**config.mk**
```make
export PLATFORM = sky130hd
export DESIGN_NAME = my_uart_rx
export DESIGN_NICKNAME = d
export VERILOG_FILES = /design/src/rtl/uart_pkg.sv /design/src/rtl/uart_rx_fifo.sv /design/src/rtl/my_uart_rx.sv
export SDC_FILE = /design/constraint.sdc
export NUM_CORES = 1
export LEC_CHECK = 0
export BUFFER_PORTS_ARGS = -buffer_cell sky130_fd_sc_hd__buf_2
export CAP_MARGIN = 20
export CORE_MARGIN = 2
export CORE_UTILIZATION = 46
export CTS_CLUSTER_DIAMETER = 30
export CTS_CLUSTER_SIZE = 28
export DETAILED_ROUTE_END_ITERATION = 8
export PLACE_DENSITY_LB_ADDON = 0.12
export SETUP_SLACK_MARGIN = 0.4
export SYNTH_ARGS = -nofsm -noshare
export SYNTH_HDL_FRONTEND = slang
export SYNTH_SLANG_ARGS = --single-unit
```
**constraint.sdc**
```tcl
create_clock -name inclk -period 5.5 [get_ports inclk]
set_clock_uncertainty 0.05 [all_clocks]
set_input_delay 1.1 -clock inclk [delete_from_list [all_inputs] [get_ports inclk]]
set_output_delay 1.1 -clock inclk [all_outputs]
set_load 0.05 [all_outputs]
```
**src/rtl/uart_pkg.sv**
```systemverilog
// Shared UART definitions: default bit timing, receiver FSM states, byte type.
package uart_pkg;

    localparam int UART_CLKS_PER_BIT = 10;

    typedef logic [7:0] byte_t;

    typedef enum logic [2:0] {
        IDLE,
        START,
        DATA,
        STOP,
        BREAK
    } rx_state_t;

    function automatic logic maj3(input logic a, input logic b, input logic c);
        return (a & b) | (a & c) | (b & c);
    endfunction

endpackage

```
**src/rtl/uart_rx_fifo.sv**
```systemverilog
// Show-ahead byte FIFO between the UART receiver and downstream command logic.
// Latency: a push is visible on pop_dat/empty the cycle after the push cycle.
// Backpressure: none upstream; a push into a full FIFO without a pop is dropped and pulses overflow.
module uart_rx_fifo
    import uart_pkg::*;
#(
    parameter int DEPTH = 4
) (
    input  logic                     inclk,
    input  logic                     reset,
    input  logic                     push,
    input  byte_t                    push_dat,
    input  logic                     pop,
    output byte_t                    pop_dat,
    output logic                     empty,
    output logic                     full,
    output logic [$clog2(DEPTH):0]   count,
    output logic                     overflow
);

    localparam int PTR_W = $clog2(DEPTH);

    byte_t            mem [DEPTH];
    logic [PTR_W-1:0] wr_ptr;
    logic [PTR_W-1:0] rd_ptr;
    logic             pop_ok;
    logic             push_ok;

    assign empty    = (count == '0);
    assign full     = (count == (PTR_W+1)'(DEPTH));
    assign pop_ok   = pop && !empty;
    // A pop in the same cycle frees the slot, so a full FIFO can still take the byte.
    assign push_ok  = push && (!full || pop_ok);
    assign overflow = push && full && !pop_ok;
    assign pop_dat  = mem[rd_ptr];

    always_ff @(posedge inclk or posedge reset) begin
        if (reset) begin
            for (int i = 0; i < DEPTH; i++) begin
                mem[i] <= '0;
            end
            wr_ptr <= '0;
            rd_ptr <= '0;
            count  <= '0;
        end else begin
            if (push_ok) begin
                mem[wr_ptr] <= push_dat;
                wr_ptr      <= wr_ptr + PTR_W'(1);
            end
            if (pop_ok) begin
                rd_ptr <= rd_ptr + PTR_W'(1);
            end
            unique case ({push_ok, pop_ok})
                2'b10:   count <= count + (PTR_W+1)'(1);
                2'b01:   count <= count - (PTR_W+1)'(1);
                default: count <= count;
            endcase
        end
    end

endmodule

```
**src/rtl/my_uart_rx.sv**
```systemverilog
// 8N1 UART receiver with majority-vote bit sampling, framing/overrun flags and a byte FIFO.
// Latency: byte pushed one cycle after the stop-bit vote; fifo_empty falls the cycle after that.
// Backpressure: none on the line; bytes arriving while the FIFO is full are dropped and set overrun.
module my_uart_rx
    import uart_pkg::*;
#(
    parameter int CLKS_PER_BIT = UART_CLKS_PER_BIT,
    parameter int FIFO_DEPTH   = 4,
    parameter int SYNC_STAGES  = 2
) (
    input  logic                          inclk,
    input  logic                          reset,
    input  logic                          rx,
    input  logic                          rd_en,
    input  logic                          clear_errors,
    output logic [7:0]                    rd_data,
    output logic                          fifo_empty,
    output logic [$clog2(FIFO_DEPTH):0]   fifo_count,
    output logic                          framing_error,
    output logic                          overrun
);

    localparam int CNT_W = $clog2(CLKS_PER_BIT);
    localparam int MID   = CLKS_PER_BIT / 2;
    localparam logic [CNT_W-1:0] CNT_MID_M1 = CNT_W'(MID - 1);
    localparam logic [CNT_W-1:0] CNT_MID    = CNT_W'(MID);
    localparam logic [CNT_W-1:0] CNT_MID_P1 = CNT_W'(MID + 1);
    localparam logic [CNT_W-1:0] CNT_LAST   = CNT_W'(CLKS_PER_BIT - 1);

    logic [SYNC_STAGES-1:0] sync_q;
    logic                   rx_s;
    logic                   rx_prev;
    rx_state_t              state;
    logic [CNT_W-1:0]       bit_cnt;
    logic [CNT_W-1:0]       cnt_wrap;
    logic [2:0]             bit_idx;
    logic [1:0]             samp_q;
    logic                   vote;
    byte_t                  shift_q;
    logic                   push_vld;
    logic                   fifo_full;
    logic                   fifo_ovf;

    assign rx_s     = sync_q[SYNC_STAGES-1];
    assign vote     = maj3(samp_q[1], samp_q[0], rx_s);
    assign cnt_wrap = (bit_cnt == CNT_LAST) ? '0 : bit_cnt + CNT_W'(1);

    always_ff @(posedge inclk or posedge reset) begin
        if (reset) begin
            sync_q  <= '1;
            rx_prev <= 1'b1;
        end else begin
            sync_q  <= {sync_q[SYNC_STAGES-2:0], rx};
            rx_prev <= rx_s;
        end
    end

    always_ff @(posedge inclk or posedge reset) begin
        if (reset) begin
            state         <= IDLE;
            bit_cnt       <= '0;
            bit_idx       <= '0;
            samp_q        <= '1;
            shift_q       <= '0;
            push_vld      <= 1'b0;
            framing_error <= 1'b0;
        end else begin
            push_vld <= 1'b0;
            if (clear_errors) begin
                framing_error <= 1'b0;
            end
            if (bit_cnt == CNT_MID_M1) begin
                samp_q[1] <= rx_s;
            end
            if (bit_cnt == CNT_MID) begin
                samp_q[0] <= rx_s;
            end
            unique case (state)
                IDLE: begin
                    if (rx_prev && !rx_s) begin
                        state   <= START;
                        bit_cnt <= '0;
                    end
                end
                START: begin
                    if (bit_cnt == CNT_MID_P1) begin
                        bit_cnt <= '0;
                        bit_idx <= '0;
                        state   <= vote ? IDLE : DATA;
                    end else begin
                        bit_cnt <= bit_cnt + CNT_W'(1);
                    end
                end
                DATA: begin
                    bit_cnt <= cnt_wrap;
                    if (bit_cnt == CNT_MID_P1) begin
                        shift_q <= {vote, shift_q[7:1]};
                        if (bit_idx == 3'd7) begin
                            state <= STOP;
                        end else begin
                            bit_idx <= bit_idx + 3'd1;
                        end
                    end
                end
                STOP: begin
                    bit_cnt <= cnt_wrap;
                    if (bit_cnt == CNT_MID_P1) begin
                        if (vote) begin
                            push_vld <= 1'b1;
                            state    <= IDLE;
                        end else begin
                            // Placed after the clear so a same-cycle error leaves the flag set.
                            framing_error <= 1'b1;
                            bit_cnt       <= '0;
                            state         <= BREAK;
                        end
                    end
                end
                BREAK: begin
                    if (!rx_s) begin
                        bit_cnt <= '0;
                    end else if (bit_cnt == CNT_LAST) begin
                        state <= IDLE;
                    end else begin
                        bit_cnt <= bit_cnt + CNT_W'(1);
                    end
                end
                default: state <= IDLE;
            endcase
        end
    end

    always_ff @(posedge inclk or posedge reset) begin
        if (reset) begin
            overrun <= 1'b0;
        end else if (fifo_ovf) begin
            overrun <= 1'b1;
        end else if (clear_errors) begin
            overrun <= 1'b0;
        end
    end

    uart_rx_fifo #(
        .DEPTH (FIFO_DEPTH)
    ) u_fifo (
        .inclk    (inclk),
        .reset    (reset),
        .push     (push_vld),
        .push_dat (shift_q),
        .pop      (rd_en),
        .pop_dat  (rd_data),
        .empty    (fifo_empty),
        .full     (fifo_full),
        .count    (fifo_count),
        .overflow (fifo_ovf)
    );

    ovf_implies_full: assert property (@(posedge inclk) disable iff (reset) fifo_ovf |-> fifo_full);

endmodule

```
* Yosys cells after proc, flatten, opt, wreduce, memory -nomap -nowiden
Cells that the tools add are included.
Storage, ports and cells: register bits after elaboration 65, input bits 5, output and inout bits 14, word-level logic and storage cells 114
Cells by class: add/subtract/negate cells 6, magnitude comparators 3, equal/unequal tests 21, mux-type cells 38, bitwise logic cells 7, reduce and logical (&&, ||, !) cells 21
Operators by type and width (number):
- $mux 3 | 11
- $bwmux 32 | 1
- $mux 4 | 7
- $mux 8 | 3
- $pmux 4 s5 | 1
- $bmux 8 s2 | 1
- $demux 8 s2 | 1
- $ne 2x2->1 const B | 8
- $pmux 3 s5 | 1
- $eq 4x3->1 const B | 3
- $pmux 3 s2 | 2
- $eq 3x3->1 const B | 3
- $mux 1 | 9
- $reduce_and 7->1 | 1
- $add 3x1->3 const B | 2
- $eq 3x2->1 const B | 2
- $ge 3x3->1 const B | 2
- $logic_and 1x1->1 | 6
- $logic_not 3->1 | 2
- $not 2->3 | 2
- $reduce_bool 2->1 | 3
- $reduce_bool 5->1 | 1
- $add 2x1->2 const B | 2
- $add 4x1->4 const B | 1
- other kinds (15) | 21

* Depth between registers and ports, before layout
Gate-level depths: netlist (run 1).
depth in word-level cells 7, mapped depth 10, gate-level depth less buffers 9

* Hierarchy
Synthesis (run 1) repeated with hierarchy kept, for this count alone.
Unflattened totals: cells, all modules 221, area, all modules 3052.9 um^2
Modules (own cells, without submodules):
- uart_rx_fifo | times used 1, cells each 117, area each 1813.0 um^2, sequential area each 975.9 um^2
- my_uart_rx | times used 1, cells each 104, area each 1239.9 um^2, sequential area each 656.9 um^2

* Worst setup path before layout (run 1)
No wires, ideal clock.
kind flip-flop to flip-flop, from register u_fifo.count[0], to register u_fifo.count[2], library setup time 145 ps, arrival time 2862 ps, data required time 5305 ps, path slack 2444 ps, cell stages (with the launch flop) 9, buffers on the path 0, period minus slack after synthesis 3056 ps, path through dfrtp_1 > nor3_1 > nor2b_1 > ha_1 > inv_1 > fa_1 > xor2_1 > nor2_1 > xor2_1
Between the ends: word-level cells in the longest chain between the ends 7, elaborated cells between the ends (all ways) 13, classes of those cells 2 x add/sub; 3 x eq/ne; 1 x mux; 7 x reduce/logical
RTL lines:
- from (decl) | line uart_rx_fifo.sv:17 | output logic [$clog2(DEPTH):0] count,
- from (signal assigned) | line uart_rx_fifo.sv:54 | 2'b10: count <= count + (PTR_W+1)'(1);
- from (signal assigned) | line uart_rx_fifo.sv:55 | 2'b01: count <= count - (PTR_W+1)'(1);
- from (signal assigned) | line uart_rx_fifo.sv:56 | default: count <= count;
- $logic_not 3->1 * | line uart_rx_fifo.sv:29 | assign empty = (count == '0);
- via fifo_empty | line my_uart_rx.sv:17 | output logic fifo_empty,
- $logic_not 1->1 * | line uart_rx_fifo.sv:31 | assign pop_ok = pop && !empty;
- $logic_and 1x1->1 * | line uart_rx_fifo.sv:31
- via u_fifo.pop_ok | line uart_rx_fifo.sv:26 | logic pop_ok;
- $logic_or 1x1->1 | line uart_rx_fifo.sv:33 | assign push_ok = push && (!full || pop_ok);
- $logic_and 1x1->1 | line uart_rx_fifo.sv:33
- $eq 2x1->1 or $eq 2x2->1 (tied branches) | line uart_rx_fifo.sv:53 | unique case ({push_ok, pop_ok})
- $pmux 3 s2 or $reduce_bool 2->1 (tied branches)
The timed path passes the listed nets; every way through them passes the cells marked *. A chain may end at the register's enable or synchronous reset.

* Worst setup path after layout (run 1)
from register u_fifo.rd_ptr[0], to output port rd_data[7]
Between the ends: word-level cells in the longest chain between the ends 4
RTL lines:
- from (decl) | line uart_rx_fifo.sv:25 | logic [PTR_W-1:0] rd_ptr;
- from (signal assigned) | line uart_rx_fifo.sv:51 | rd_ptr <= rd_ptr + PTR_W'(1);
- $not 2->3 (not written as such) | line uart_rx_fifo.sv:35 | assign pop_dat = mem[rd_ptr];
- $bmux 8 s2 | line uart_rx_fifo.sv:35
- $mux 8 (not written as such) (2 in a row) | line uart_rx_fifo.sv:35
- to (decl) | line my_uart_rx.sv:16 | output logic [7:0] rd_data,
No other way between the ends. The select of a mux whose other input is x is not followed.

==> results of run 1 <==
[path summary, 6_finish.rpt]
| check | startpoint | endpoint | slack [ns] |
|---|---|---|---|
| max reg2reg | u_fifo.count[2] | u_fifo.count[2] | 2.99 |
| min in group asynchronous | reset | overrun | 0.94 |
| max in group asynchronous | reset | u_fifo.mem[13] | 3.91 |
| min reg2reg | sync_q[0] | sync_q[1] | 0.31 |
| max | u_fifo.rd_ptr[0] | rd_data[7] | 2.43 |
| min | sync_q[0] | sync_q[1] | 0.31 |
[cell type report]
type | instances | area share
Clock buffer | 12 | 0.04579
Tap cell | 77 | 0.02843
Multi-Input combinational cell | 138 | 0.3888
Sequential cell | 65 | 0.4819
Clock inverter | 3 | 0.01182
Inverter | 13 | 0.01440
Timing Repair Buffer | 19 | 0.02880
[report_power, final]
group	switching, W	internal [W]	leakage [nW]
clock network	0.000173	0.000230	0.102
registers	0.000109	0.000547	0.858
logic	0.000196	0.000166	0.787
[cells in the final DEF (no fill, tap or decap), drive strengths merged, types with 2 or more instances in the layout]
master and count:
ha 11, o21ai 5, mux2i 4, a22o 2
a21oi 5, nor3 2, dfstp 5, buf 19
nor2b 3, nand3b 2, nor2 8, mux2 42
a21o 2, clkinv 2, xor2 3, dfrtp 60
inv 13, nand3 5, nand2 20, xnor2 4
clkbuf 12, mux4 8
[per-layer routing]
layer	vias up	track usage	part of all wire
li1	825	-	-
met1	867	0.1890	0.44
met2	18	0.2741	0.51
met3	10	0.03599	0.023
met4	0	0.06926	0.021
met5	-	0	0
[cells by family (layout without fill, tap and decap cells)]
kind of cell	count (synthesis)	after routing	synth area share
adder cells (fa/ha/maj)	13	13	0.05546
AO/OA/AOI/OAI	17	17	0.04222
flip-flops	65	65	0.5402
buffers and inverters	18	47	0.02400
AND/OR/NAND/NOR	47	47	0.08858
multiplexers	54	54	0.2293
XOR/XNOR	7	7	0.02028
[metrics by stage]
step                area, um^2  hold WS (ns)    util  total power (W)  std cells
global placement          3193        0.2979  0.5029         0.001028        312
finish                    3388        0.3072  0.5336         0.001421        327
global route              3388        0.3143  0.5336         0.001516        327
floorplan                 3023        0.2952       -        0.0009573        221
CTS                       3388        0.3086  0.5336         0.001446        327
detailed placement        3193        0.2988  0.5029         0.001036        312
[state kept, by name, indices dropped and copies added (netlist names), 3 cells and up]
signal and cells:
bit_idx 3, u_fifo.count 3, bit_cnt 4, shift_q 8
state 3, u_fifo.mem 32
[worst max-delay path, stage by stage, from the launching register on]
cell	delay, ns
dfrtp_1	0.76
mux4_2	0.59
buf_2	0.23
==> metrics list, run 1 <==
- Of the cells placed in the final design, the portion with a size suffix greater than 1 is 0.3240.
- For this configuration, the core starts out at a cell density of 0.4761.
* Most instantiated library cell after synthesis: dfrtp_1
* Root buffer cell: clkbuf_8
- In this run the cell area of the synthesized design comes to 3023 um^2.
- Along the worst hold path, the cell count comes to 0.
* Dominant cells by area after synthesis: dfrtp_1 (50%), mux2_2 (8.9%), mux2_1 (6.7%), mux4_2 (6.0%), ha_1 (4.6%)
- Number of clock sinks: 65
- The initial antenna violation count came to 0.
- 0 antenna diodes ended up in the layout.
- Buffers added to address setup during post-CTS repair amount to 0.
- The hold violation total from the final report was 0.
- Clock-pin slew reported for the worst setup and hold paths after clock tree synthesis: 0.07 ns
* Maximum number of buffers from clock root to sink: 2
* Remaining routing DRC violations: 0
* Number of enable flip-flop cells after synthesis: 0
- A synthesized cell averages 13.68 um^2.
- In the final routed layout, each cell accounts on average for 15.23 um.
- Clock latency reported for the late side of the worst-skew pair: 0.33 ns
* Number of cells on the worst reg-to-reg path: 9
- 19 I/O pins were placed.
- The first global-routing pass estimated 8.818 mm of wire.
- Share of synthesized registers carrying an async set or reset: 1.000
- Post-route antenna net violation count: 0
* Setup violation total in the final timing report: 0
- Initial detailed-routing violation count: 25
- Area share of the largest cell type after synthesis: 0.4967
- Final weighted congestion of routability-driven global placement: 0.6885
* Element type at the critical path start: register
* Sum of overflow across all layers after global routing: 0
- Register area: 1633 um^2
- The synthesized netlist contains 39 unique library cells.
- The die is 85.07 um tall.
* Reported leakage power: 1.747 nW
* Half-perimeter wire length of the detailed placement result: 3.218 mm
* Cell type with the largest total area after synthesis: dfrtp_1
- Setup slack on the critical path of the routed design comes to 2.434 ns.
- Headroom to the max-slew limit came out at 0.3269.
* Setup Slack @ Placement: 2.298 ns
- Fraction of the cycle the final worst path needs: 0.5575
- Cells after Synth: 221
* Global routing usage summed across all routing layers: 0.1584
- Vias in the first global route: 1,836
- Measured along the x axis, the die boundary spans 85.07 um.
- Fill cells in the final layout number 554.
* First drt pass iteration count: 4
* Peak supply drop: 0.2809 mV
- The critical path is of the reg -> out type.
* Layout Area Growth over Synthesis: 12.09%
- Pin count of the biggest net entering global routing: 66
* Worst hold-check path type: reg -> reg
- Share of synthesized area occupied by flip-flops and latches: 0.5401
- For the worst setup path, the data required time is 4.35 ns.
* Vias: 1,720
* Total wire length after detailed routing: 4.979 mm
- For the worst setup path, the data arrival time is 1.92 ns.
- TritonCTS Buffers: 9
- Synth Net Count: 238
- Setup repair after global routing left no endpoint under its margin.
* Achievable frequency: 326.1 MHz
- The tool flagged a number of max-cap violations equal to 0.
- During synthesis, Yosys emitted a total of 0 warnings.
- Post-CTS sizing: 0
- Crit. End Element: output pin
* Status: finished, final reports clean
* TritonCTS clock tree: built
- Register bit count reported by yosys: 65
* Worst Tran Pin Value: 1.008 ns
- The floorplan step defined a core boundary enclosing 6350 um^2.
- Power per cell area: 419.4 nW/um^2
* Number of nets in the layout: 263
* Most frequent cells after synthesis: dfrtp_1 (60), mux2_2 (24), mux2_1 (18), nand2_1 (16), inv_1 (12)
* Max-slew violation total from the final report: 0
- Number of core rows: 29
- Total area of multi-input combinational cells: 1318 um^2
- Accumulated negative setup slack: 0 ns
* CTS Hold Bufs: 0
* CP max FO: 10
- After layout, the minimum clock period comes to 3.066 ns.
* Port bufs: 18
- The H-tree was split into 3 levels.
- The die covers 7236 um^2.
* Routed via count divided by cell count: 5.260
- In the synthesized netlist the dominant register cell turns out to be dfrtp_1.
No activity file was read; power rests on OpenSTA's default activity.
==> run 2: changes to the inputs <==
clock period = 2.6 ns   (was 5.5 ns; I/O delays follow)
==> run 2 against run 1 <==
Effect of this change:
- sequential cell count did not move
- critical path type unchanged
- cell count increased by 1.2%
- non-clock buffer count up 3
- clock power up 120%
- combinational power up 140%
- die area stayed put
- largest power group unchanged
- via count is 1.1% lower
- worst hold slack got worse by 0.080 ns
- worst setup slack got worse by 2.0 ns
==> metrics list, run 2 (same netlist as run 1, synthesis figures left out) <==
* Status: finished, final reports clean
* Worst-case setup margin in the final layout: 0.4472 ns
- Clock latency reported for the late side of the worst-skew pair: 0.34 ns
- Count of endpoints failing hold in the final timing report: 0
- The root buffer cell chosen for the clock tree is clkbuf_8.
* Effective utilization at floorplan: 0.4761
- In this run the number of H-tree levels came out at 3.
- Setup violations remaining at the end of the flow were counted as 0.
- For this run, design rule violations remaining after detail routing come to 0.
* First drt pass iteration count: 3
- Number of nets in the layout: 266
* Crit. End Element: output pin
* Capturing element of the worst setup path: rd_data[7]
* Sequential share of power: 0.439
- The library cells used most frequently in the layout, excluding fill and tap cells, are dfrtp_1 (57), mux2_2 (24), mux2_1 (18), nand2_1 (16), clkbuf_8 (12).
- Across every metal layer, demand over resource in global routing totals 0.1615.
- Die width: 85.07 um
- Wire length of the first global-routing pass: 8.852 mm
- In the final layout, the share of cells above drive strength 1 is 0.3465.
* Maximum number of buffers from clock root to sink: 2
* Required time at the worst-slack endpoint: 2.03 ns
* Non-filler instance count after layout: 331
- Worst Hold Margin: 0.2271 ns
* Final weighted congestion of routability-driven global placement: 0.7751
* Commonest non-fill, non-tap cell in the layout: dfrtp_1
- The worst register-to-register path ends at u_fifo.count[2].
* # Max-Cap Violations: 0
- Worst setup startpoint: u_fifo.rd_ptr[0]
- The layout has 528 filler cells.
* Top flop regs: u_fifo.mem x32, shift_q x8, bit_cnt x4
* Half-perimeter wire length of the detailed placement result: 3.373 mm
- Element type at the critical path start: register
- Floorplan Core Area: 6350 um^2
- Vias: 1,701
- The number of hold buffers added after CTS was 0.
- The worst pin sits at a relative slew slack of 0.5121.
- Post-route antenna net violation count: 0
* Worst hold-check path type: in -> reg
* Reported leakage power: 1.776 nW
- TritonCTS clock tree: built
- Vias in the first global route: 1,817
- Area post-placement: 3239 um^2
* Pin count of the biggest net entering global routing: 34
- After the first detailed-routing iteration, the DRC count stood at 81.
- Antenna violations before repair: 0
- The die is 85.07 um tall.
* Routed len/inst: 15.17 um
- The register with the most flip-flops in the layout has 32 of them.
- Worst flop-to-flop path startpoint: u_fifo.count[0]
- For this design, the sink count on the clock tree is 65.
- Cell internal power was estimated by the tool at 0.002083 W.
* Area of all placed cells without fillers: 3523 um^2
- Setup Slack @ Placement: 0.4134 ns
* Number of antenna repair diodes: 0
* Max-slew violation total from the final report: 0
* Sum of overflow across all layers after global routing: 0
* CP max FO: 8
- Worst Tran Pin Value: 0.7303 ns
- Switching share of power: 0.3327
- Port bufs: 18
* Logic pwr share: 0.276
- CP Class: reg -> out
* Fraction of the cycle the final worst path needs: 0.8280
- Row generation in the floorplan step produced 29 rows.
- TritonCTS created 9 clock buffers.
* Accumulated negative setup slack: 0 ns
- In this run the power density over the cells is 886.0 nW/um^2.
- The worst register-to-register path has a depth of 9.
- 19 I/O pins were placed.
- Summing all multi-input logic gate instances after layout gives 1338 um^2.
- Summed over all layers, the routed wires come to 5.021 mm.
* RSZ-0062 raised after global routing: true
* Worst setup slack for register-to-register paths: 0.54 ns
- For this design the total switching power over the nets is 0.001039 W.
- Using the TritonRoute via totals, the vias-per-cell ratio works out to 5.139.
- Register ranked first by flip-flop count: u_fifo.mem
- After clock tree synthesis, the clock-pin slew on the worst setup and hold paths is 0.07 ns.
* Number of cells after detailed placement: 314
- Static timing analysis puts the maximum clock frequency at 464.5 MHz.
* Peak supply drop: 0.5199 mV
- The floorplan step defined a die boundary enclosing 7236 um^2.
- Of the total power, the clock network draws 0.285.
- In the final layout, flip-flops and latches occupy 1637 um^2.
- The worst path in the final design needs a cycle of 2.153 ns, including I/O delays and setup.
- For the worst setup path, the data arrival time is 1.58 ns.
* Layout Area Growth over Synthesis: 16.56%
[run 2: cell count changes in the layout (fill, tap and decap cells not counted), moves of 2 or more]
cell / previous run / this run
buf_6: 0 / 8
dfrtp_1: 60 / 57
clkinvlp_4: 0 / 2
clkinv_2: 2 / 0
buf_2: 18 / 10
dfrtp_2: 0 / 3
[run 2: power by group through the flow]
stage | registers [W] | clock network (W) | logic (W)
global placement | 0.00138 | 0 | 0.000833
detailed placement | 0.00139 | 0 | 0.000838
finish | 0.00137 | 0.000890 | 0.000862
floorplan | 0.00138 | 0 | 0.000672
global route | 0.00140 | 0.000977 | 0.000964
CTS | 0.00137 | 0.000919 | 0.000872
[run 2: worst min-delay path by stage]
| stage | startpoint | endpoint | slack, ns | depth (start not counted) |
|---|---|---|---|---|
| after CTS | rx | sync_q[0] | 0.21 | 1 |
| after floorplan | sync_q[0] | sync_q[1] | 0.30 | 0 |
| after detailed placement | sync_q[0] | sync_q[1] | 0.30 | 0 |
| final | rx | sync_q[0] | 0.23 | 1 |
| after global routing | rx | sync_q[0] | 0.21 | 1 |
| after global placement | sync_q[0] | sync_q[1] | 0.30 | 0 |
[run 2: area by class of cell]
type / instances / share of cell area
repair buffers: 22 / 0.05398
clock inverters: 2 / 0.01065
multi-input cells: 138 / 0.3796
well taps: 77 / 0.02734
clock buffers: 14 / 0.04901
flip-flops and latches: 65 / 0.4645
inverters: 13 / 0.01491
[run 2: per-layer routing]
metal / wire, um / share of wire / track usage / vias up
met1: 2206 / 0.44 / 0.1912 / 845
li1: - / - / - / 829
met3: 170 / 0.034 / 0.05837 / 6
met4: 48 / 0.0096 / 0.04329 / 0
met2: 2596 / 0.52 / 0.2784 / 21
met5: 0 / 0 / 0 / -
[run 2: critical path, stage by stage (launching register included)]
cell	delay, ns
dfrtp_1	0.37
buf_8	0.17
mux4_2	0.53
buf_6	0.17
[run 2: stage by stage]
stage	power, W	util
6_report	0.003122	0.5549
2_1_floorplan	0.002048	-
3_3_place_gp	0.002218	0.5101
3_5_place_dp	0.002226	0.5101
5_1_grt	0.003344	0.5549
4_1_cts	0.003159	0.5484
[run 2: what timing repair did]
item | 4_1_cts | 5_1_grt
endpoints found under the setup margin | 8 | 9
setup buffers | 1 | 0
gates resized for setup | 8 | 15
==> run 3: changes to the inputs <==
clock period = 2.2 ns   (was 2.6 ns; I/O delays follow)
==> run 3 against run 2 <==
Effect of this change:
- cell count up 3.9%
- clock power grew 17%
- sequential share of layout area fell by 2.6 points
- die area did not move
- sequential cell count unchanged
- wire length is 9.7% higher
- combinational power is 52% higher
- worst hold slack lost 0.088 ns
- worst setup slack got worse by 0.30 ns
- count of clock-buffer cells in the layout is 2 lower
- largest cell class unchanged
- largest power group unchanged
==> metrics list, run 3 (same netlist as run 1, synthesis figures left out) <==
* Status: finished, final reports clean
* Setup violation total in the final timing report: 0
* Vias: 1,814
* Achievable frequency: 486.6 MHz
* # Max-Cap Violations: 0
- The clock period could shrink to 2.055 ns.
- The first global-routing pass estimated 8.887 mm of wire.
* Worst Tran Pin Value: 0.6694 ns
- Required time at the worst-slack endpoint: 1.71 ns
* Die H: 85.07 um
* Area post-placement: 3262 um^2
- Entering global routing, the biggest net connects 29 pins.
* Worst hold-check path type: in -> async
- In the final layout, the registers with the most flip-flops are u_fifo.mem x32, shift_q x8, bit_cnt x4.
- Share of layout cells above drive strength 1: 0.4419
- Detailed placement ended at an HPWL of 3.455 mm.
- Initial detailed-routing violation count: 77
- IR analysis of the VDD net gives a maximum drop of 0.8059 mV.
- The total area inside the core boundary comes to 6350 um^2.
- Measured against its own limit, the worst slew margin works out to 0.5528.
- Of the total power, combinational logic draws 0.330.
- The later pin in the worst-skew pair is clocked with a latency of 0.34 ns.
- In this run the tool buffered the top-level ports with 18 buffer cells.
* Global routing usage summed across all routing layers: 0.1629
- Cell internal power was estimated by the tool at 0.002601 W.
- Of the available clock period, the critical path in the final layout requires 0.9341.
* Root buffer cell: clkbuf_8
* Clock-pin slew reported for the worst setup and hold paths after clock tree synthesis: 0.07 ns
- Setup repair after global routing could not meet its margin everywhere.
- Layout Area Growth over Synthesis: 23.68%
* Count of endpoints failing hold in the final timing report: 0
- The clock tree synthesis step divided the H-tree into 3 levels.
* TritonCTS Buffers: 9
* Crit. End Element: output pin
- The floorplan step defined a die boundary enclosing 7236 um^2.
* Worst setup slack for register-to-register paths: 0.27 ns
- Data arrival time of the critical path: 1.56 ns
- TritonCTS clock tree: built
- In the layout the commonest cells are dfrtp_1 (54), mux2_2 (24), mux2_1 (17), nand2_1 (15).
- Max reg flops: 32
- Traced cell by cell, the critical path runs through buf_12 > mux4_2 > buf_6.
- CP Class: reg -> out
* Final weighted congestion of routability-driven global placement: 0.7346
- Effective utilization at floorplan: 0.4761
* Routed via count divided by cell count: 5.273
- Worst flop-to-flop path startpoint: u_fifo.count[1]
- The library cell used most frequently in the layout, excluding fill and tap cells, is dfrtp_1.
* Area of all placed cells without fillers: 3739 um^2
- Layout fillers: 513
- Number of placed I/O pins: 19
- The final layout contains routed wiring with a total length of 5.508 mm.
- For this run, the slowest stage of the critical path takes 0.53 ns.
- Summed over all layers, the global routing overflow is 0.
- The floorplan has 29 rows.
- Max-slew violation total from the final report: 0
- Element type at the critical path start: register
* Reported leakage power: 1.800 nW
- The die is 85.07 um wide.
- Antenna violations before repair: 0
- Post-route antenna net violation count: 0
* Finished Core Util: 0.5888
- Register ranked first by flip-flop count: u_fifo.mem
- In this run the power density over the cells is 1062 nW/um^2.
- Clk pwr share: 0.262
* Number of clock sinks: 65
- Hold repair after CTS inserted 0 buffers.
- Number of antenna repair diodes: 0
- No sink is reached through more buffers than the 2 on the longest clock path.
* Cell type of the slowest stage on the worst timing path: mux4_2
* Number of nets in the layout: 279
* First drt pass iteration count: 4
- Of the total power, the share spent switching nets is 0.3447.
- Number of cells on the worst reg-to-reg path: 9
- Endpoint of the worst register-to-register path: u_fifo.count[2]
- After detailed routing, the average wire length per cell comes to 16.01 um.
- For this run, design rule violations remaining after detail routing come to 0.
- For this design the total switching power over the nets is 0.001368 W.
* Sequential share of power: 0.409
- Along the worst path, the maximum fanout reaches 9.
- The number of global-route vias before repair is 1,809.
[run 3: power by group through the flow]
stage | Clock (W) | Sequential [W] | Combinational [W]
global placement | 0 | 0.00163 | 0.00100
CTS | 0.00107 | 0.00161 | 0.00116
floorplan | 0 | 0.00163 | 0.000807
finish | 0.00104 | 0.00162 | 0.00131
detailed placement | 0 | 0.00164 | 0.00102
global route | 0.00112 | 0.00165 | 0.00143
[run 3: layout make-up]
class	count	area, um^2	area share
clock buffers	12	155.1	0.04150
clock inverters	4	51.30	0.01372
inverters	13	52.55	0.01406
multi-input cells	138	1433	0.3832
flip-flops and latches	65	1640	0.4388
well taps	77	96.34	0.02577
repair buffers	35	310.3	0.08300
[run 3: routing by layer]
layer  vias up  share of wire  routed length (um)  track usage
met4         0          0.015                  80      0.08225
met2        26           0.44                2449       0.2294
li1        862              -                   -            -
met3         7          0.029                 160      0.04086
met1       919           0.51                2817       0.2343
met5         -              0                   0            0
[run 3: timing repair]
item | 4_1_cts | 5_1_grt
setup endpoints to repair | 12 | 55
resized for setup | 26 | 18
setup buffers | 6 | 7
pin swaps | 4 | 11
[run 3: critical path, delay by kind of cell, from the launching register on]
family   cells  cell delay, ns
buf+inv      2            0.32
flops        1            0.37
mux          1            0.53
[run 3: metrics by stage]
| stage | worst slack [ns] | instances | hold slack [ns] | setup TNS, ns | total power, W |
|---|---|---|---|---|---|
| 2_1_floorplan | -0.007554 | 221 | 0.2952 | -0.007554 | 0.002433 |
| 3_3_place_gp | 0.08497 | 315 | 0.2956 | 0 | 0.002630 |
| 3_5_place_dp | 0.01255 | 315 | 0.2992 | 0 | 0.002658 |
| 4_1_cts | 0.1241 | 337 | 0.1335 | 0 | 0.003834 |
| 5_1_grt | 0.08658 | 344 | 0.1288 | 0 | 0.004197 |
| 6_report | 0.1450 | 344 | 0.1393 | 0 | 0.003969 |
[run 3: worst max-delay path by stage]
stage / from / end / slack (ns) / cells after the start
after floorplan: u_fifo.count[1] / u_fifo.count[2] / -0.008 / 10
after global placement: rd_en / u_fifo.count[2] / 0.08 / 10
final: u_fifo.rd_ptr[0] / rd_data[3] / 0.15 / 3
after CTS: u_fifo.rd_ptr[0] / rd_data[4] / 0.12 / 3
after global routing: u_fifo.rd_ptr[0] / rd_data[4] / 0.09 / 3
after detailed placement: rd_en / u_fifo.count[2] / 0.01 / 10
